## src/rtl/writeback_stage_if.sv

```systemverilog
// Writeback stage bus: upstream instruction handshake, data-memory response and register-file write port.
// The master side is whoever feeds retiring instructions and load data; the slave side is the writeback stage.
// Everything except clock and reset travels through here.
interface writeback_stage_if #(
  parameter int INSTRET_W = 64
);
  // upstream instruction
  logic                 in_valid;
  logic                 in_ready;
  logic                 in_reg_write;
  logic [4:0]           in_rd;
  logic [1:0]           in_wb_sel;
  logic [31:0]          in_alu_result;
  logic [31:0]          in_pc_plus4;
  logic [31:0]          in_imm;
  logic [2:0]           in_funct3;
  // data-memory response
  logic                 mem_rvalid;
  logic [31:0]          mem_rdata;
  // register-file write port and status
  logic                 wb_reg_write;
  logic [4:0]           wb_rd;
  logic [31:0]          wb_data;
  logic                 retire_valid;
  logic [INSTRET_W-1:0] instret;
  logic                 load_err;

  modport master (
    output in_valid, in_reg_write, in_rd, in_wb_sel, in_alu_result,
           in_pc_plus4, in_imm, in_funct3, mem_rvalid, mem_rdata,
    input  in_ready, wb_reg_write, wb_rd, wb_data, retire_valid, instret, load_err
  );

  modport slave (
    input  in_valid, in_reg_write, in_rd, in_wb_sel, in_alu_result,
           in_pc_plus4, in_imm, in_funct3, mem_rvalid, mem_rdata,
    output in_ready, wb_reg_write, wb_rd, wb_data, retire_valid, instret, load_err
  );
endinterface

```

## src/rtl/writeback_stage.sv

```systemverilog
// RISC-V writeback stage: selects ALU/PC+4/IMM or an aligned, extended load value and drives the register-file write port.
// Latency: 1 cycle for non-loads; loads retire 1 cycle after mem_rvalid.
// Backpressure: in_ready is low while a load waits for memory; a load may time out after LOAD_TIMEOUT wait cycles.
module writeback_stage #(
  parameter int INSTRET_W    = 64,
  parameter int LOAD_TIMEOUT = 0
) (
  input  logic             clk,
  input  logic             reset,
  writeback_stage_if.slave bus
);

  typedef enum logic {IDLE, WAIT_MEM} state_t;

  state_t               state_q, state_d;
  logic [4:0]           ld_rd_q, ld_rd_d;
  logic                 ld_we_q, ld_we_d;
  logic [2:0]           ld_f3_q, ld_f3_d;
  logic [1:0]           ld_addr_q, ld_addr_d;
  logic [31:0]          tmo_cnt_q, tmo_cnt_d;
  logic                 wb_reg_write_q, wb_reg_write_d;
  logic [4:0]           wb_rd_q, wb_rd_d;
  logic [31:0]          wb_data_q, wb_data_d;
  logic                 retire_valid_q, retire_valid_d;
  logic [INSTRET_W-1:0] instret_q, instret_d;
  logic                 load_err_q, load_err_d;

  logic [31:0]          ld_byte_word;
  logic [15:0]          ld_half;
  logic [31:0]          ld_value;
  logic                 ld_misaligned;

  // Extract and extend the addressed byte/halfword/word; reserved funct3 codes behave as LW.
  always_comb begin
    ld_byte_word  = bus.mem_rdata >> {ld_addr_q, 3'b000};
    ld_half       = ld_addr_q[1] ? bus.mem_rdata[31:16] : bus.mem_rdata[15:0];
    ld_value      = bus.mem_rdata;
    ld_misaligned = 1'b0;
    case (ld_f3_q)
      3'b000: ld_value = {{24{ld_byte_word[7]}}, ld_byte_word[7:0]};
      3'b100: ld_value = {24'h000000, ld_byte_word[7:0]};
      3'b001: begin
        ld_value      = {{16{ld_half[15]}}, ld_half};
        ld_misaligned = ld_addr_q[0];
      end
      3'b101: begin
        ld_value      = {16'h0000, ld_half};
        ld_misaligned = ld_addr_q[0];
      end
      default: begin
        ld_value      = bus.mem_rdata;
        ld_misaligned = |ld_addr_q;
      end
    endcase
  end

  // Next-state and next-output computation; pulses default low, data/rd hold until the next retire.
  always_comb begin
    state_d        = state_q;
    ld_rd_d        = ld_rd_q;
    ld_we_d        = ld_we_q;
    ld_f3_d        = ld_f3_q;
    ld_addr_d      = ld_addr_q;
    tmo_cnt_d      = tmo_cnt_q;
    wb_reg_write_d = 1'b0;
    wb_rd_d        = wb_rd_q;
    wb_data_d      = wb_data_q;
    retire_valid_d = 1'b0;
    instret_d      = instret_q;
    load_err_d     = 1'b0;
    case (state_q)
      IDLE: begin
        if (bus.in_valid) begin
          if (bus.in_wb_sel == 2'd1) begin
            ld_rd_d   = bus.in_rd;
            ld_we_d   = bus.in_reg_write;
            ld_f3_d   = bus.in_funct3;
            ld_addr_d = bus.in_alu_result[1:0];
            tmo_cnt_d = 32'd0;
            state_d   = WAIT_MEM;
          end else begin
            case (bus.in_wb_sel)
              2'd2:    wb_data_d = bus.in_pc_plus4;
              2'd3:    wb_data_d = bus.in_imm;
              default: wb_data_d = bus.in_alu_result;
            endcase
            wb_rd_d        = bus.in_rd;
            wb_reg_write_d = bus.in_reg_write && (bus.in_rd != 5'd0);
            retire_valid_d = 1'b1;
            instret_d      = instret_q + INSTRET_W'(1);
          end
        end
      end
      WAIT_MEM: begin
        if (bus.mem_rvalid) begin
          // data arriving on the timeout cycle still completes the load
          state_d   = IDLE;
          wb_rd_d   = ld_rd_q;
          wb_data_d = ld_value;
          if (ld_misaligned) begin
            load_err_d = 1'b1;
          end else begin
            wb_reg_write_d = ld_we_q && (ld_rd_q != 5'd0);
            retire_valid_d = 1'b1;
            instret_d      = instret_q + INSTRET_W'(1);
          end
        end else if (LOAD_TIMEOUT > 0) begin
          if (tmo_cnt_q == 32'(LOAD_TIMEOUT - 1)) begin
            load_err_d = 1'b1;
            tmo_cnt_d  = 32'd0;
            state_d    = IDLE;
          end else begin
            tmo_cnt_d = tmo_cnt_q + 32'd1;
          end
        end
      end
      default: state_d = IDLE;
    endcase
  end

  // State and output registers with synchronous active-low reset.
  always_ff @(posedge clk) begin
    if (!reset) begin
      state_q        <= IDLE;
      ld_rd_q        <= 5'd0;
      ld_we_q        <= 1'b0;
      ld_f3_q        <= 3'd0;
      ld_addr_q      <= 2'd0;
      tmo_cnt_q      <= 32'd0;
      wb_reg_write_q <= 1'b0;
      wb_rd_q        <= 5'd0;
      wb_data_q      <= 32'd0;
      retire_valid_q <= 1'b0;
      instret_q      <= '0;
      load_err_q     <= 1'b0;
    end else begin
      state_q        <= state_d;
      ld_rd_q        <= ld_rd_d;
      ld_we_q        <= ld_we_d;
      ld_f3_q        <= ld_f3_d;
      ld_addr_q      <= ld_addr_d;
      tmo_cnt_q      <= tmo_cnt_d;
      wb_reg_write_q <= wb_reg_write_d;
      wb_rd_q        <= wb_rd_d;
      wb_data_q      <= wb_data_d;
      retire_valid_q <= retire_valid_d;
      instret_q      <= instret_d;
      load_err_q     <= load_err_d;
    end
  end

  assign bus.in_ready     = (state_q == IDLE);
  assign bus.wb_reg_write = wb_reg_write_q;
  assign bus.wb_rd        = wb_rd_q;
  assign bus.wb_data      = wb_data_q;
  assign bus.retire_valid = retire_valid_q;
  assign bus.instret      = instret_q;
  assign bus.load_err     = load_err_q;

endmodule

```

## src/flat_wrapper.sv

```systemverilog
// flat-port wrapper written by rule: the top's interface ports become plain ports
module writeback_stage_flat 
#(
  parameter int INSTRET_W    = 64,
  parameter int LOAD_TIMEOUT = 0
)
  (clk, reset, bus_in_valid, bus_in_reg_write, bus_in_rd, bus_in_wb_sel, bus_in_alu_result, bus_in_pc_plus4, bus_in_imm, bus_in_funct3, bus_mem_rvalid, bus_mem_rdata, bus_in_ready, bus_wb_reg_write, bus_wb_rd, bus_wb_data, bus_retire_valid, bus_instret, bus_load_err);
  writeback_stage_if #(.INSTRET_W(INSTRET_W)) bus_i ();
  input  logic clk;
  input  logic reset;
  input wire logic [$bits(bus_i.in_valid)-1:0] bus_in_valid;
  input wire logic [$bits(bus_i.in_reg_write)-1:0] bus_in_reg_write;
  input wire logic [$bits(bus_i.in_rd)-1:0] bus_in_rd;
  input wire logic [$bits(bus_i.in_wb_sel)-1:0] bus_in_wb_sel;
  input wire logic [$bits(bus_i.in_alu_result)-1:0] bus_in_alu_result;
  input wire logic [$bits(bus_i.in_pc_plus4)-1:0] bus_in_pc_plus4;
  input wire logic [$bits(bus_i.in_imm)-1:0] bus_in_imm;
  input wire logic [$bits(bus_i.in_funct3)-1:0] bus_in_funct3;
  input wire logic [$bits(bus_i.mem_rvalid)-1:0] bus_mem_rvalid;
  input wire logic [$bits(bus_i.mem_rdata)-1:0] bus_mem_rdata;
  output wire logic [$bits(bus_i.in_ready)-1:0] bus_in_ready;
  output wire logic [$bits(bus_i.wb_reg_write)-1:0] bus_wb_reg_write;
  output wire logic [$bits(bus_i.wb_rd)-1:0] bus_wb_rd;
  output wire logic [$bits(bus_i.wb_data)-1:0] bus_wb_data;
  output wire logic [$bits(bus_i.retire_valid)-1:0] bus_retire_valid;
  output wire logic [$bits(bus_i.instret)-1:0] bus_instret;
  output wire logic [$bits(bus_i.load_err)-1:0] bus_load_err;
  assign bus_i.in_valid = bus_in_valid;
  assign bus_i.in_reg_write = bus_in_reg_write;
  assign bus_i.in_rd = bus_in_rd;
  assign bus_i.in_wb_sel = bus_in_wb_sel;
  assign bus_i.in_alu_result = bus_in_alu_result;
  assign bus_i.in_pc_plus4 = bus_in_pc_plus4;
  assign bus_i.in_imm = bus_in_imm;
  assign bus_i.in_funct3 = bus_in_funct3;
  assign bus_i.mem_rvalid = bus_mem_rvalid;
  assign bus_i.mem_rdata = bus_mem_rdata;
  assign bus_in_ready = bus_i.in_ready;
  assign bus_wb_reg_write = bus_i.wb_reg_write;
  assign bus_wb_rd = bus_i.wb_rd;
  assign bus_wb_data = bus_i.wb_data;
  assign bus_retire_valid = bus_i.retire_valid;
  assign bus_instret = bus_i.instret;
  assign bus_load_err = bus_i.load_err;
  writeback_stage #(.INSTRET_W(INSTRET_W), .LOAD_TIMEOUT(LOAD_TIMEOUT)) u_core (.clk(clk), .reset(reset), .bus(bus_i));
endmodule
```

## config.mk

```make
export PLATFORM = sky130hd
export DESIGN_NAME = writeback_stage_flat
export DESIGN_NICKNAME = d
export VERILOG_FILES = /design/src/rtl/writeback_stage_if.sv /design/src/rtl/writeback_stage.sv /design/src/flat_wrapper.sv
export SDC_FILE = /design/constraint.sdc
export NUM_CORES = 1
export LEC_CHECK = 0
export BUFFER_PORTS_ARGS = -buffer_cell sky130_fd_sc_hd__buf_4
export CAP_MARGIN = 20
export CORE_ASPECT_RATIO = 1.2
export CORE_UTILIZATION = 43
export DETAILED_ROUTE_END_ITERATION = 12
export PLACE_DENSITY = 0.69
export RECOVER_POWER = 25
export SLEW_MARGIN = 20
export SYNTH_ARGS = -nofsm -noshare
export SYNTH_HDL_FRONTEND = slang
export SYNTH_SLANG_ARGS = --single-unit
export TNS_END_PERCENT = 10
```

## constraint.sdc

```tcl
create_clock -name clk -period 3.4 [get_ports clk]
set_input_delay 0.34 -clock clk [delete_from_list [all_inputs] [get_ports clk]]
set_output_delay 0.34 -clock clk [all_outputs]
set_load 0.05 [all_outputs]
```

## Word level (Yosys, flattened, before mapping)

Index checks and enable logic that the tools add are counted.

| storage, ports and cells | value |
|---|---|
| flip-flop bits (word level) | 116 |
| input port bits | 143 |
| output and inout bits | 105 |

| cells by class | value |
|---|---|
| add/sub/neg operators | 1 |
| equal/unequal tests | 10 |
| shift operators | 1 |
| muxes and demuxes | 32 |
| bitwise gates (word level) | 1 |
| reductions and logical operators | 12 |

Operators by type and width:

| kind | count |
|---|---|
| 2-to-1 mux 64 bit | 4 |
| one-hot mux 32 bit (2 select lines) | 2 |
| one-hot mux 32 bit (4 select lines) | 1 |
| one-hot mux 64 bit (2 select lines) | 1 |
| 2-to-1 mux 32 bit | 3 |
| adder 64 x 1 -> 64 bit (second input constant) | 1 |
| right shift 32 x 5 -> 8 bit | 1 |
| 2-to-1 mux 16 bit | 1 |
| 2-to-1 mux 5 bit | 3 |
| 2-to-1 mux 1 bit | 12 |
| one-hot mux 5 bit (2 select lines) | 1 |
| nonzero test 5 bit | 2 |
| AND reduction 3 bit | 3 |
| != test 2 bit (second input constant) | 4 |
| one-hot mux 1 bit (2 select lines) | 4 |
| equality test 3 bit (second input constant) | 2 |
| OR reduction 2 bit | 3 |
| equality test 2 bit (second input constant) | 2 |
| AND reduction 4 bit | 1 |
| equality test 3 x 1 -> 1 bit (second input constant) | 1 |
| logical NOT 3 bit | 1 |
| equality test 2 x 1 -> 1 bit (second input constant) | 1 |
| logical AND 1 bit | 2 |
| inverter 1 bit | 1 |

## Logic depth before layout (Yosys ltp)

Gate-level depths: netlist (run 1).

| logic depth | value |
|---|---|
| depth in word-level cells | 6 |
| gate-level depth with buffers | 9 |
| gate-level depth less buffers | 6 |

## Worst setup path before layout (run 1)

No wires, ideal clock.

| path | value |
|---|---|
| kind | reg-to-reg |
| start | register u_core.instret_q[12] (netlist: u_core.bus.instret[12]) |
| end | register u_core.instret_q[61] (netlist: u_core.bus.instret[61]) |
| library setup time | 71 ps |
| data arrival time | 2267 ps |
| required time | 3329 ps |
| path slack | 1063 ps |
| stages on the path, launching flop included | 7 |
| path buffers | 1 |
| path through | dfxtp_1 > nand3_1 > nor4_4 > nand2_2 > buf_2 > or4_1 > a21oi_1 |

| on the way | value |
|---|---|
| word-level cells in the longest chain between the ends | 4 |
| elaborated cells between the ends (all ways) | 6 |

Ends and longest elaborated chain:

| what | RTL line | RTL |
|---|---|---|
| from (decl) | writeback_stage.sv:25 | `logic [INSTRET_W-1:0] instret_q, instret_d;` |
| from (signal assigned) | writeback_stage.sv:147 | `instret_q <= instret_d;` |
| adder 64 x 1 -> 64 bit (*) | writeback_stage.sv:90, writeback_stage.sv:105 |  |
| 2-to-1 mux 64 bit, on equally long branches | writeback_stage.sv:100, writeback_stage.sv:74 |  |
| 2-to-1 mux 64 bit, on equally long branches | writeback_stage.sv:95, writeback_stage.sv:73 |  |
| one-hot mux 64 bit (2 select lines) (*) | writeback_stage.sv:71 | `case (state_q)` |

Mark *: on every way between the ends. The rest lies on a longest branch, timed or not. The select of a mux whose other input is x is not followed.
A chain may end at the register's enable or synchronous reset.

## Worst setup path in the final report (run 1)

| path | value |
|---|---|
| start | register u_core.state_q |
| end | register u_core.instret_q[29] (netlist: u_core.bus.instret[29]) |

| on the way | value |
|---|---|
| word-level cells in the longest chain between the ends | 3 |
| elaborated cells between the ends (all ways) | 7 |

Ends and longest elaborated chain:

| what | RTL line | RTL |
|---|---|---|
| from (decl) | writeback_stage.sv:15 | `state_t state_q, state_d;` |
| from (signal assigned) | writeback_stage.sv:137 | `state_q <= state_d;` |
| inverter 1 bit | writeback_stage.sv:71 |  |
| != test 2 bit (no line) | - |  |
| AND reduction 4 bit (no line) | - |  |

Several ways; a longest one is shown, not always the timed one.

==> results.cfg, run 1 <==
[run_status]
outcome = complete, no violations

[sta]
fin_tns_setup_ns = 0
slew_viol_final = 0
hold_viol = 0
fin_crit_sh = 0.7770
rsz0062_at_grt = false
post-route-min-period_ns = 2.642
relSlewSlack = 0.4630
finalSetupViolCount = 0
max_freq_ghz = 0.3785
tightest_slew_ns = 0.8039
clock_skew_ns = 0.007514

[detailed_routing]
drc = 0
firstDrtPassIters = 5
detail-route-antenna-nets = 0
via_per_inst = 5.721
vias = 7317
drtIter0Drc = 497
avgRoutedWirePerCell_um = 17.13
routed_wl_um = 21910

[placement]
gp_congestion = 0.8963
dp_hpwl_um = 16580
io_buffers = 247

[yosys]
synth_warnings = 0
postSynthNetCount = 987
yosysMostFrequentCell = dfxtp_1
ys.flop_type = dfxtp_1
synth_top_area_share = 0.3552
synthTopCellsByCount = dfxtp_1, a21oi_1, nand2_1, nor2_1, mux2i_1
seq_area_frac_synth = 0.3552
syn_area_mm2 = 0.006538
syn_avg_cell_area_um2 = 7.755
netlist_instances = 843
yosysTopAreaCell = dfxtp_1
ys_ff_latch = 116
ys_types = 51
synth_edf_count = 0
ys_top_cells_by_area = dfxtp_1, a21oi_1, mux2i_1
synth-async-reset-ratio = 0

[critical_path]
required_ns = 3.74
crit_path_start_kind = flop
path_max_fanout = 19
cp_cell_sequence = inv_2 -> or3_1 -> nand4_1 -> or4_1 -> a21oi_1
end_kind = flop
critPathTopFamily = simple AND/OR/NAND/NOR gates
arrival_ns = 2.99
crit_slowest_cell = or4_1
critPathMaxStageDelay_ns = 0.62
cp_num_buf_inv = 1
critPathKind = flop to flop

[power_and_ir_drop]
vdd_ir_drop_max_v = 0.0003976
p_sw_frac = 0.2751
power_frac_comb = 0.162
p_sw_w = 0.001051
leakage_nw = 3.445
p_seq_frac = 0.379
p_per_area_mw_per_mm2 = 429.8
clkPwrFrac = 0.459
p_int_w = 0.002769

[min_path]
hold_class = input port to flop

[floorplanning]
dieHeight_um = 137.1
core_area_mm2 = 0.01490
die_area_mm2 = 0.01570
rows = 49
ioPinCount = 248
initial_core_util = 0.4388
die_w_um = 114.6

[finish]
utilization = 0.5966
final-seq-area_mm2 = 0.002322
nets = 1206
drive_above_1_share = 0.2344
diodes = 0
multiInputGateArea_mm2 = 0.003918
syn_to_final_growth_pct = 35.96
fillerInstances = 1438

[clock_tree]
cts_max_level = 4
cts_resized = 0
clkSlewWorstSetupHoldPaths_ns = 0.05
clk-insertion-delay-late_ns = 0.42
clockRootBuffer = clkbuf_16
cts_tree = done
cts_inserted_buffers = 17
clockBufferDepth = 2
post-cts-setup-buffer-count = 0
hold_buffers = 0
cts_sinks = 116

[global_routing]
gr-total-overflow = 0
antenna_found_initial = 0
grt_max_degree = 65
grt_usage = 0.2807
grt_pass1_wl_um = 33950
grt_pass1_vias = 6609

[job]
maxCapViolCount = 0
==> power groups by stage <==
stage	clock [W]	combinational, W	sequential [W]
final	0.00175	0.000619	0.00145
after global routing	0.00184	0.000664	0.00145
after CTS	0.00177	0.000655	0.00145
after detailed placement	0	0.000654	0.00148
after global placement	0	0.000652	0.00148
after floorplan	0	0.000227	0.00161
==> area by class of cell <==
| type | instances | area share |
|---|---|---|
| clock buffers | 23 | 0.05377 |
| well taps | 204 | 0.02872 |
| clock inverters | 9 | 0.01154 |
| inverters | 14 | 0.005912 |
| flip-flops and latches | 116 | 0.2613 |
| repair buffers | 262 | 0.1981 |
| multi-input cells | 651 | 0.4407 |
==> per-layer routing <==
metal | track usage | vias up | part of all wire
met3 | 0.06067 | 34 | 0.067
li1 | - | 3602 | -
met2 | 0.5027 | 310 | 0.51
met1 | 0.3319 | 3371 | 0.40
met4 | 0.08947 | 0 | 0.020
met5 | 0 | - | 0
==> layout by cell type (no fill, tap or decap), types with 5 or more instances in the layout <==
master | synthesis | layout
buf_4 | 1 | 207
dfxtp_1 | 116 | 116
a21oi_1 | 102 | 102
nor2_1 | 83 | 83
nand2_1 | 83 | 83
clkbuf_1 | 42 | 58
mux2i_1 | 46 | 46
nand3_1 | 41 | 41
o31ai_1 | 41 | 41
o21ai_0 | 31 | 31
or4_1 | 28 | 28
nand4_1 | 25 | 25
or3_1 | 23 | 23
clkbuf_16 | 0 | 17
nor3_1 | 13 | 13
o211ai_1 | 13 | 13
nor4_1 | 12 | 12
inv_1 | 12 | 12
a211oi_1 | 11 | 11
nand2b_1 | 10 | 10
o22ai_1 | 9 | 9
xor2_1 | 8 | 8
and3_1 | 6 | 6
a221oi_1 | 6 | 6
a31oi_1 | 6 | 6
nor2b_1 | 5 | 5
a221o_1 | 5 | 5
==> worst register-to-register path, delay by kind of cell (launching register included) <==
family                 cells  cell delay, ns
AND/OR/NAND/NOR            3            1.58
flip-flops                 1            0.47
buffers and inverters      1            0.38
AO/OA/AOI/OAI              1            0.14
==> stage by stage <==
| step | instances | power, W | hold WS, ns | setup slack, ns | cell area, um^2 |
|---|---|---|---|---|---|
| final | 1279 | 0.003820 | 0.1854 | 0.7581 | 8889 |
| after global routing | 1279 | 0.003952 | 0.1882 | 0.5675 | 8889 |
| after floorplan | 843 | 0.001841 | 0.4366 | 1.063 | 6538 |
| after detailed placement | 1247 | 0.002129 | 0.4556 | 0.8051 | 8514 |
| after global placement | 1247 | 0.002127 | 0.4462 | 0.8787 | 8514 |
| after CTS | 1279 | 0.003871 | 0.1789 | 0.7731 | 9095 |
==> sequential cells by signal, indices dropped and copies added (netlist names) <==
register,cells
u_core.ld_rd_q,5
u_core.bus.load_err,1
u_core.ld_addr_q,2
u_core.ld_f3_q,3
u_core.state_q,1
u_core.bus.wb_rd,5
u_core.bus.wb_data,32
u_core.bus.retire_valid,1
u_core.bus.instret,64
u_core.bus.wb_reg_write,1
u_core.ld_we_q,1
==> cell families after synthesis <==
family / count (synthesis) / share of synthesized area
buffers and inverters: 76 / 0.04670
AND/OR/NAND/NOR: 348 / 0.2752
multiplexers: 48 / 0.07732
flip-flops: 116 / 0.3552
XOR/XNOR: 12 / 0.01608
AO/OA/AOI/OAI: 242 / 0.2276
adder cells (fa/ha/maj): 1 / 0.001914
==> final timing paths <==
path | startpoint | to | slack, ns | depth (start not counted)
max | u_core.state_q$_SDFF_PN0_ | u_core.bus.instret[29]$_SDFFE_PN0P_ | 0.76 | 5
min | bus_in_funct3[2] | u_core.ld_f3_q[2]$_SDFFE_PN0P_ | 0.19 | 3
max reg2reg | u_core.state_q$_SDFF_PN0_ | u_core.bus.instret[29]$_SDFFE_PN0P_ | 0.76 | 5
min reg2reg | u_core.ld_we_q$_SDFFE_PN0P_ | u_core.ld_we_q$_SDFFE_PN0P_ | 0.46 | 2
Note: power is estimated with default switching activity, not from simulation.
==> inputs of run 2 (changes only) <==
PLACE_DENSITY = 0.72   (was 0.69)
clock period = 2.3 ns   (was 3.4 ns; I/O delays follow)
==> results.cfg, run 2 (synthesis gave the netlist of run 1 again) <==
[power_and_ir_drop]
p_per_area_mw_per_mm2 = 603.7
p_sw_w = 0.001515
power_frac_comb = 0.170
p_int_w = 0.004031
vdd_ir_drop_max_v = 0.0004316
p_sw_frac = 0.2731
leakage_nw = 3.665
p_seq_frac = 0.383
clkPwrFrac = 0.446

[clock_tree]
post-cts-setup-buffer-count = 0
cts_max_level = 4
cts_resized = 0
cts_sinks = 116
clkSlewWorstSetupHoldPaths_ns = 0.05
clockRootBuffer = clkbuf_16
hold_buffers = 0
cts_tree = done
cts_inserted_buffers = 17
clockBufferDepth = 2
clk-insertion-delay-late_ns = 0.41

[finish]
syn_to_final_growth_pct = 40.52
layout_common_cells = buf_4, dfxtp_1, a21oi_1
final_common_cell = buf_4
diodes = 0
largest_reg_flops = 64
nets = 1246
drive_above_1_share = 0.2639

[floorplanning]
dieHeight_um = 137.1
die_area_mm2 = 0.01570
die_w_um = 114.6
core_area_mm2 = 0.01490
rows = 49
initial_core_util = 0.4388
ioPinCount = 248

[sta]
fin_tns_setup_ns = 0
relSlewSlack = 0.4952
max_freq_ghz = 0.4678
finalSetupViolCount = 0
rsz0062_at_grt = true
post-route-min-period_ns = 2.138
fin_crit_sh = 0.9294
clock_skew_ns = 0.006169
tightest_slew_ns = 0.7605
hold_viol = 0
slew_viol_final = 0
setup_ws_ns = 0.1624

[detailed_routing]
firstDrtPassIters = 5
vias = 7474
drtIter0Drc = 553
drc = 0
detail-route-antenna-nets = 0
avgRoutedWirePerCell_um = 17.23
routed_wl_um = 22710
via_per_inst = 5.671

[run_status]
outcome = complete, no violations

[placement]
dp_hpwl_um = 17400
pre_cts_slack_ns = 0.1762
io_buffers = 247
gp_congestion = 0.9285

[global_routing]
grt_usage = 0.2957
gr-total-overflow = 0
grt_max_degree = 65
antenna_found_initial = 0
grt_pass1_wl_um = 35720
grt_pass1_vias = 7113

[critical_path]
reg2regPathDepth = 6
cp-endpoint = u_core.bus.instret[32]$_SDFFE_PN0P_
arrival_ns = 2.47
path_max_fanout = 11
critPathKind = flop to flop
critPathLaunch = u_core.bus.instret[16]$_SDFFE_PN0P_
r2r-start = u_core.bus.instret[16]$_SDFFE_PN0P_
ff2ff_setup_slack_ns = 0.16
r2r_end = u_core.bus.instret[32]$_SDFFE_PN0P_
crit_path_start_kind = flop
end_kind = flop
required_ns = 2.64

[min_path]
hold_class = input port to flop

[job]
maxCapViolCount = 0
## run 2: changes by cell type in the layout (fill, tap and decap cells not counted)
cell | before | now
buf_4 | 207 | 249
clkbuf_8 | 3 | 8
clkinvlp_4 | 3 | 0
bufinv_16 | 2 | 0
clkbuf_1 | 58 | 56
clkinv_2 | 4 | 3
dfxtp_1 | 116 | 115
dfxtp_2 | 0 | 1
nand3_2 | 2 | 1
nand3_4 | 0 | 1
## run 2: critical path, stage by stage (launching register included)
cell and delay, ns:
dfxtp_1 0.42, nand4_2 0.21, nor4_4 0.43, nand4_2 0.27, buf_4 0.26, or3_1 0.34, a21oi_1 0.14
## run 2: how the worst min path moves through the flow
stage | slack, ns | depth (start not counted) | end | startpoint
after floorplan | 0.37 | 2 | u_core.ld_we_q$_SDFFE_PN0P_ | bus_in_reg_write
after global placement | 0.44 | 2 | u_core.ld_we_q$_SDFFE_PN0P_ | u_core.ld_we_q$_SDFFE_PN0P_
after detailed placement | 0.45 | 2 | u_core.ld_we_q$_SDFFE_PN0P_ | u_core.ld_we_q$_SDFFE_PN0P_
after CTS | 0.06 | 3 | u_core.ld_f3_q[1]$_SDFFE_PN0P_ | bus_in_funct3[1]
after global routing | 0.08 | 3 | u_core.ld_f3_q[1]$_SDFFE_PN0P_ | bus_in_funct3[1]
final | 0.08 | 3 | u_core.ld_f3_q[1]$_SDFFE_PN0P_ | bus_in_funct3[1]
## run 2: layer usage
layer  track usage  wire length, um  vias up
met5             0                0        -
met4        0.1378              737        0
met3       0.07042             1523       46
met2        0.5354            11820      292
met1        0.3243             8627     3456
li1              -                -     3680
## run 2: cell type report
cell class / instances / area (um^2)
fill: 1429 / 5712
multi-input combinational: 651 / 3925
sequential: 116 / 2323
timing repair buffer: 302 / 2068
clock buffer: 28 / 546.8
tap: 204 / 255.2
inverter: 14 / 52.55
clock inverter: 3 / 15.01
## run 2: power by group through the flow
stage	clock network (W)	registers [W]	logic, W
2_1_floorplan	0	0.00239	0.000335
3_3_place_gp	0	0.00216	0.000992
3_5_place_dp	0	0.00217	0.000995
4_1_cts	0.00251	0.00213	0.000998
5_1_grt	0.00262	0.00213	0.00101
6_report	0.00247	0.00213	0.000945
## run 2: per-stage QoR
stage	hold WS [ns]	instances	cell area (um^2)	utilization	total power, W
after floorplan	0.3660	843	6539	-	0.002722
after detailed placement	0.4486	1287	8816	0.5918	0.003163
after CTS	0.05876	1318	9378	0.6295	0.005636
after global routing	0.07798	1318	9186	0.6166	0.005767
after global placement	0.4425	1287	8816	0.5918	0.003156
final	0.07502	1318	9186	0.6166	0.005545
